==> src/rtl/pulse_pkg.sv <==
// Shared definitions for the pulse generator/measurement blocks: trigger edge
// encodings, measurement FSM states and a saturating increment.
package pulse_pkg;

  typedef enum logic [1:0] {
    EDGE_RISE     = 2'd0,
    EDGE_FALL     = 2'd1,
    EDGE_BOTH     = 2'd2,
    EDGE_RISE_ALT = 2'd3
  } trig_edge_e;

  typedef enum logic [1:0] {
    IDLE      = 2'd0,
    WAIT_RISE = 2'd1,
    HIGH      = 2'd2
  } meas_state_e;

  // Callers zero-extend into 64 bits and cast the result back to their width.
  function automatic logic [63:0] sat_inc(input logic [63:0] val, input logic [63:0] max_val);
    if (val >= max_val) begin
      sat_inc = max_val;
    end else begin
      sat_inc = val + 64'd1;
    end
  endfunction

endpackage

==> src/rtl/pulse_measure_fifo.sv <==
// Synchronous FIFO with registered head data, valid and occupancy count.
// Simultaneous push and pop are both honoured even when full.
module pulse_measure_fifo #(
  parameter int DW = 96,
  parameter int AW = 4
) (
  input  logic          clk_i,
  input  logic          reset_n_i,
  input  logic          flush_i,
  input  logic          push_i,
  input  logic [DW-1:0] data_i,
  input  logic          pop_i,
  output logic [DW-1:0] data_o,
  output logic          valid_o,
  output logic [AW:0]   count_o,
  output logic          drop_o
);

  localparam int DEPTH = 1 << AW;
  localparam logic [AW:0] DEPTH_CNT = (AW+1)'(DEPTH);

  logic [DW-1:0] mem_q [DEPTH];
  logic [AW-1:0] wr_ptr_q, wr_ptr_d, rd_ptr_q, rd_ptr_d;
  logic [AW:0]   count_q, count_d;
  logic [DW-1:0] data_q, data_d;
  logic          valid_q, valid_d;
  logic          full_s, do_push_s, do_pop_s;

  // Pointer/count update and selection of the next head entry.
  always_comb begin
    full_s    = (count_q == DEPTH_CNT);
    do_pop_s  = pop_i & (count_q != '0);
    do_push_s = push_i & (~full_s | do_pop_s);
    drop_o    = push_i & full_s & ~do_pop_s;
    wr_ptr_d  = wr_ptr_q;
    rd_ptr_d  = rd_ptr_q;
    count_d   = count_q;
    data_d    = data_q;
    if (flush_i) begin
      wr_ptr_d = '0;
      rd_ptr_d = '0;
      count_d  = '0;
    end else begin
      if (do_push_s) wr_ptr_d = wr_ptr_q + AW'(1);
      else           wr_ptr_d = wr_ptr_q;
      if (do_pop_s)  rd_ptr_d = rd_ptr_q + AW'(1);
      else           rd_ptr_d = rd_ptr_q;
      case ({do_push_s, do_pop_s})
        2'b10:   count_d = count_q + (AW+1)'(1);
        2'b01:   count_d = count_q - (AW+1)'(1);
        default: count_d = count_q;
      endcase
      // The new head is the entry being written now when nothing else remains.
      if (count_d == '0) begin
        data_d = data_q;
      end else if ((count_q == '0) || ((count_q == (AW+1)'(1)) && do_pop_s)) begin
        data_d = data_i;
      end else begin
        data_d = mem_q[rd_ptr_d];
      end
    end
    valid_d = (count_d != '0);
  end

  // Storage array, written only on accepted pushes.
  always_ff @(posedge clk_i) begin
    if (do_push_s) mem_q[wr_ptr_q] <= data_i;
  end

  // Pointer, count and output registers.
  always_ff @(posedge clk_i or negedge reset_n_i) begin
    if (!reset_n_i) begin
      wr_ptr_q <= '0;
      rd_ptr_q <= '0;
      count_q  <= '0;
      data_q   <= '0;
      valid_q  <= 1'b0;
    end else begin
      wr_ptr_q <= wr_ptr_d;
      rd_ptr_q <= rd_ptr_d;
      count_q  <= count_d;
      data_q   <= data_d;
      valid_q  <= valid_d;
    end
  end

  assign data_o  = data_q;
  assign valid_o = valid_q;
  assign count_o = count_q;

endmodule

==> src/rtl/pulse_measure.sv <==
// Measures trigger-to-rise delay and high width of a pulse train and queues
// each (delay, width) pair for readout through a valid/ready port.
module pulse_measure
  import pulse_pkg::*;
#(
  parameter int CNT_W    = 48,
  parameter int QUEUE_AW = 4
) (
  input  logic             clk_i,
  input  logic             reset_n_i,
  input  logic             enable_i,
  input  logic             trig_i,
  input  logic             inp_i,
  input  logic [1:0]       TRIG_EDGE,
  input  logic             TRIG_EDGE_WSTB,
  output logic [CNT_W-1:0] delay_o,
  output logic [CNT_W-1:0] width_o,
  output logic             valid_o,
  input  logic             ready_i,
  output logic [31:0]      QUEUE,
  output logic [31:0]      MISSED_CNT,
  output logic [31:0]      ERR_OVERFLOW,
  output logic [31:0]      ERR_QUEUE
);

  localparam logic [63:0] CNT_MAX    = (CNT_W >= 64) ? 64'hFFFF_FFFF_FFFF_FFFF
                                                     : ((64'd1 << CNT_W) - 64'd1);
  localparam logic [63:0] MISSED_MAX = 64'h0000_0000_FFFF_FFFF;

  meas_state_e      state_q, state_d;
  logic [CNT_W-1:0] cnt_q, cnt_d, delay_q, delay_d;
  logic [31:0]      missed_q, missed_d;
  logic             trig_q, trig_d, inp_q, inp_d, en_q, en_d;
  logic             ovf_q, ovf_d, errq_q, errq_d;

  logic             trig_sel_s, inp_rise_s, inp_fall_s, en_rise_s, abort_s;
  logic [CNT_W-1:0] cnt_inc_s, width_s;
  logic             cnt_at_max_s, push_s, drop_s;
  logic [2*CNT_W-1:0] fifo_data_s;
  logic [QUEUE_AW:0]  fifo_count_s;

  // Edge detection against the previous-cycle samples.
  always_comb begin
    trig_d     = trig_i;
    inp_d      = inp_i;
    en_d       = enable_i;
    inp_rise_s = inp_i & ~inp_q;
    inp_fall_s = ~inp_i & inp_q;
    en_rise_s  = enable_i & ~en_q;
    abort_s    = ~enable_i | TRIG_EDGE_WSTB | en_rise_s;
    case (trig_edge_e'(TRIG_EDGE))
      EDGE_FALL: trig_sel_s = ~trig_i & trig_q;
      EDGE_BOTH: trig_sel_s = trig_i ^ trig_q;
      default:   trig_sel_s = trig_i & ~trig_q;
    endcase
    cnt_inc_s    = CNT_W'(sat_inc(64'(cnt_q), CNT_MAX));
    cnt_at_max_s = (64'(cnt_q) == CNT_MAX);
  end

  // Measurement FSM and status register next-state.
  always_comb begin
    state_d  = state_q;
    cnt_d    = cnt_q;
    delay_d  = delay_q;
    missed_d = missed_q;
    ovf_d    = ovf_q;
    errq_d   = errq_q | drop_s;
    push_s   = 1'b0;
    width_s  = '0;
    if (abort_s) begin
      state_d = IDLE;
      cnt_d   = '0;
    end else begin
      if ((state_q != IDLE) && trig_sel_s) begin
        missed_d = 32'(sat_inc(64'(missed_q), MISSED_MAX));
      end else begin
        missed_d = missed_q;
      end
      case (state_q)
        IDLE: begin
          if (trig_sel_s) begin
            cnt_d = '0;
            if (inp_rise_s) begin
              delay_d = '0;
              state_d = HIGH;
            end else begin
              state_d = WAIT_RISE;
            end
          end else begin
            state_d = IDLE;
          end
        end
        WAIT_RISE: begin
          ovf_d = ovf_q | cnt_at_max_s;
          if (inp_rise_s) begin
            delay_d = cnt_inc_s;
            cnt_d   = '0;
            state_d = HIGH;
          end else begin
            cnt_d = cnt_inc_s;
          end
        end
        HIGH: begin
          ovf_d = ovf_q | cnt_at_max_s;
          if (inp_fall_s) begin
            width_s = cnt_inc_s;
            push_s  = 1'b1;
            cnt_d   = '0;
            state_d = IDLE;
          end else begin
            cnt_d = cnt_inc_s;
          end
        end
        default: begin
          state_d = IDLE;
          cnt_d   = '0;
        end
      endcase
    end
    // A fresh enable starts from a clean status.
    if (en_rise_s) begin
      missed_d = '0;
      ovf_d    = 1'b0;
      errq_d   = 1'b0;
    end else begin
      errq_d = errq_q | drop_s;
    end
  end

  // State, edge and status registers.
  always_ff @(posedge clk_i or negedge reset_n_i) begin
    if (!reset_n_i) begin
      state_q  <= IDLE;
      cnt_q    <= '0;
      delay_q  <= '0;
      missed_q <= '0;
      trig_q   <= 1'b0;
      inp_q    <= 1'b0;
      en_q     <= 1'b0;
      ovf_q    <= 1'b0;
      errq_q   <= 1'b0;
    end else begin
      state_q  <= state_d;
      cnt_q    <= cnt_d;
      delay_q  <= delay_d;
      missed_q <= missed_d;
      trig_q   <= trig_d;
      inp_q    <= inp_d;
      en_q     <= en_d;
      ovf_q    <= ovf_d;
      errq_q   <= errq_d;
    end
  end

  pulse_measure_fifo #(
    .DW (2*CNT_W),
    .AW (QUEUE_AW)
  ) u_fifo (
    .clk_i     (clk_i),
    .reset_n_i (reset_n_i),
    .flush_i   (en_rise_s),
    .push_i    (push_s),
    .data_i    ({delay_q, width_s}),
    .pop_i     (ready_i),
    .data_o    (fifo_data_s),
    .valid_o   (valid_o),
    .count_o   (fifo_count_s),
    .drop_o    (drop_s)
  );

  assign delay_o      = fifo_data_s[2*CNT_W-1:CNT_W];
  assign width_o      = fifo_data_s[CNT_W-1:0];
  assign QUEUE        = 32'(fifo_count_s);
  assign MISSED_CNT   = missed_q;
  assign ERR_OVERFLOW = {31'd0, ovf_q};
  assign ERR_QUEUE    = {31'd0, errq_q};

endmodule

==> config.mk <==
export PLATFORM = sky130hd
export DESIGN_NAME = pulse_measure
export DESIGN_NICKNAME = d
export VERILOG_FILES = /design/src/rtl/pulse_pkg.sv /design/src/rtl/pulse_measure_fifo.sv /design/src/rtl/pulse_measure.sv
export SDC_FILE = /design/constraint.sdc
export NUM_CORES = 2
export LEC_CHECK = 0
export ABC_AREA = 1
export CAP_MARGIN = 30
export CELL_PAD_IN_SITES_DETAIL_PLACEMENT = 1
export CELL_PAD_IN_SITES_GLOBAL_PLACEMENT = 1
export CORE_UTILIZATION = 38
export DETAILED_ROUTE_END_ITERATION = 10
export PLACE_DENSITY_LB_ADDON = 0.1
export SLEW_MARGIN = 20
export SYNTH_ARGS = -nofsm -noshare
export SYNTH_HDL_FRONTEND = slang
export SYNTH_SLANG_ARGS = --single-unit
==> constraint.sdc <==
create_clock -name clk_i -period 6.05 [get_ports clk_i]
set_clock_uncertainty 0.2 [all_clocks]
set_input_delay 1.21 -clock clk_i [delete_from_list [all_inputs] [get_ports clk_i]]
set_output_delay 1.21 -clock clk_i [all_outputs]
set_load 0.005 [all_outputs]
==> metrics.txt <==
Post-synth EDFFs 1536; total congestion overflow 0; initial DRC count between 4000 and 5000; drt pass-1 iters 5; Avg Inst Size Synth 10.4 µm²; sequential share of power 0.347; Core Util, Final 0.437; Clock Sinks 1781; mapped cell area between 70000 and 80000 µm²; Port-buffer cells approximately 140; Worst Path Class, Setup in -> reg; Tightest Pin Transition about 1 ns; vias in the first global route ~59000; Reg clk slew, reported paths approximately 0.060 ns; die height around 460 µm; share of cells above drive strength 1 0.0635; CTS Buffer Depth 3; Cells after Synth 7588; Gate power share 0.378; Row Count between 150 and 200; Crit. End Element register; synth unique cells 45; top cells by area, synth edfxtp_1, nand2_1, nand3_1; Post-CTS Setup Bufs 0; worst path cell trace clkdlybuf4s50_1 -> inv_1 -> nor2_1 -> buf_4 -> nor2_1 -> nand3_1 -> nor2_1 -> inv_1 -> ha_1 -> inv_1 -> nand3_1 -> o21a_1 -> nor2_1 -> nand2_1 -> nand2_1 -> nand3_2 -> inv_8 -> buf_4 -> a21oi_1 -> nand2_1 -> nand2_1; share of the yosys chip area belonging to registers 0.665; RSZ-0062 raised after global routing no; Sw Ratio 0.400; Post-route DRC 0; post-cts resize count 0; core area between 200000 and 250000 µm²; Ys Warns 0; drt wl/cell roughly 26 µm; Vias between 50000 and 60000; largest net degree at the start of global routing 174; final count of hold timing violations 0; total track usage 0.256; placer congestion estimate between 0.8 and 0.9; fin crit share 0.751; Post-Place Worst Slack between 0.6 and 0.7 ns; worst-path maximum fanout 62; largest area contributor in the synthesized netlist edfxtp_1; Post-Route WL 269 mm; antenna-violating nets left 0; CTS root buf clkbuf_16; Clk pwr share 0.274; number of setup violations in the final report 0; pwr dens around 500 nW/µm²; Slew headroom 0.337; HPWL after DPL about 150 mm; max_cap viols 0; setup TNS 0 ns; Slowest cell on crit path buf_4; synthesized flop and latch total about 1800; Startpoint Class input port; H-tree levels 4; Commonest cells post-synth nand2_1, edfxtp_1, nand3_1; clk_lat worst skew 0.86 ns; Synth top area share 0.587; vias per cell approximately 5.5; global-route wire length before repair between 300 and 400 mm; initial antenna violation count 6; CTS tree built; Switch Pwr between 15 and 20 mW; HP Class in -> async; Pleak 35.2 nW; Worst EP arrival approximately 5.1 ns; Internal Power 26.5 mW; nets approximately 7700; Initial Util 0.383; # fillers ~22000; CTS Hold Bufs 0; I/O pin total 234; Setup crit start enable_i; asr flop ratio synth 0.138; minimum clock period 4.55 ns; Post-synth top flop edfxtp_1; full die area 209000 µm²; most common cell in the netlist nand2_1; status finished clean; final slew viol count 0; worst path required time ~6.6 ns; Worst path max stage delay around 0.44 ns; Worst IR Drop VDD slightly below 0.0005 V; die span in x between 400 and 500 µm; CTS Buf Count ~200; launch point of the worst reg-to-reg path u_fifo.count_o[0]; Final WS setup 1.50 ns; area grow syn2layout 14.2%; Fmax roughly 220 MHz
==> placed cells by master (no fill, tap or decap), drive strengths merged <==
cell type	Yosys	routed
diode	0	1
nor2	142	142
edfxtp	1536	1536
clkbuf	130	292
xnor2	3	3
a21o	2	2
clkdlybuf4s50	0	143
nor4	5	5
clkinv	3	61
a32o	2	2
o211ai	87	87
buf	430	167
clkinvlp	0	2
a21boi	1	1
nand2	2425	2425
nand3	1492	1492
xor2	28	28
nor3b	2	2
o21ai	139	139
nand4	29	29
a31oi	1	1
a21oi	86	86
or2	3	3
bufinv	0	13
nand3b	136	136
dfrtp	245	245
a211oi	2	2
o31ai	2	2
nor3	40	40
o21a	2	2
o22ai	33	33
o21bai	1	1
conb	1	89
a22o	3	3
ha	20	20
inv	557	567
==> logic make-up (layout without fill, tap and decap cells) <==
logic type,count (synthesis),in the layout,synth area share
other,1,90,0.0000477
xor gates and xnor gates,31,31,0.00365
adders and majority gates,20,20,0.00319
DFF,1781,1781,0.665
buffers and inverters,1120,1245,0.0635
and+or+nand+nor,4274,4274,0.237
AOI/OAI and AO/OA,361,361,0.0271
==> registers in the layout, indices dropped and copies added, names as in the netlist, 2 cells and up <==
register         cells
state_q              2
delay_q             48
MISSED_CNT          32
u_fifo.data_o       96
u_fifo.rd_ptr_q      4
u_fifo.mem_q      1536
u_fifo.wr_ptr_q      4
cnt_q               48
u_fifo.count_o       5
==> routing by layer <==
layer | track usage | wire [µm]
met3 | 0.0315 | 12300
met5 | 0 | 0
met1 | 0.368 | 125000
met4 | 0.0625 | 5820
met2 | 0.412 | 126000
==> path summary, 6_finish.rpt <==
check                      slack [ns]                end  cells past startpoint
max                              1.50  u_fifo.data_o[23]                     21
min                              0.15     MISSED_CNT[17]                      1
max reg2reg                      1.60  u_fifo.data_o[23]                     21
min reg2reg                      0.30   u_fifo.data_o[8]                      2
max in group asynchronous        4.24  u_fifo.data_o[81]                      2
min in group clk_i               0.30   u_fifo.data_o[8]                      2
==> power by group through the flow <==
| stage | combinational (mW) | sequential (mW) | clock [mW] |
|---|---|---|---|
| after floorplan | 10.6 | 15.0 | 0 |
| after global placement | 16.5 | 15.6 | 0 |
| after detailed placement | 16.8 | 15.6 | 0 |
| after CTS | 16.8 | 15.4 | 12.3 |
| after global routing | 18.5 | 15.4 | 12.8 |
| final | 16.7 | 15.3 | 12.1 |
==> final cells by class <==
cell class / instances / area (µm²) / area share
antenna: 1 / 2.50 / 0.0000279
clock inverter: 83 / 767 / 0.00855
tap: 2688 / 3360 / 0.0375
clock buffer: 292 / 5670 / 0.0632
timing repair buffer: 310 / 3640 / 0.0406
sequential: 1781 / 52300 / 0.583
inverter: 560 / 2120 / 0.0237
multi-input combinational: 4775 / 21800 / 0.244
==> worst max-delay path: cells and delay by family <==
kind	cells	cell delay, ns
buffers and inverters	7	1.86
AND/OR/NAND/NOR	11	1.37
adder cells (fa/ha/maj)	1	0.38
AO/OA/AOI/OAI	2	0.22
==> stage by stage <==
stage	instance area [µm²]	std cells	total power, mW	hold WS, ns
floorplan	78900	7676	25.6	0.264
global placement	83200	10112	32.1	0.302
detailed placement	83200	10114	32.4	0.297
CTS	89700	10489	44.5	0.139
global route	89700	10490	46.7	0.182
finish	89700	10490	44.1	0.150
(Power assumes the default switching activity.)
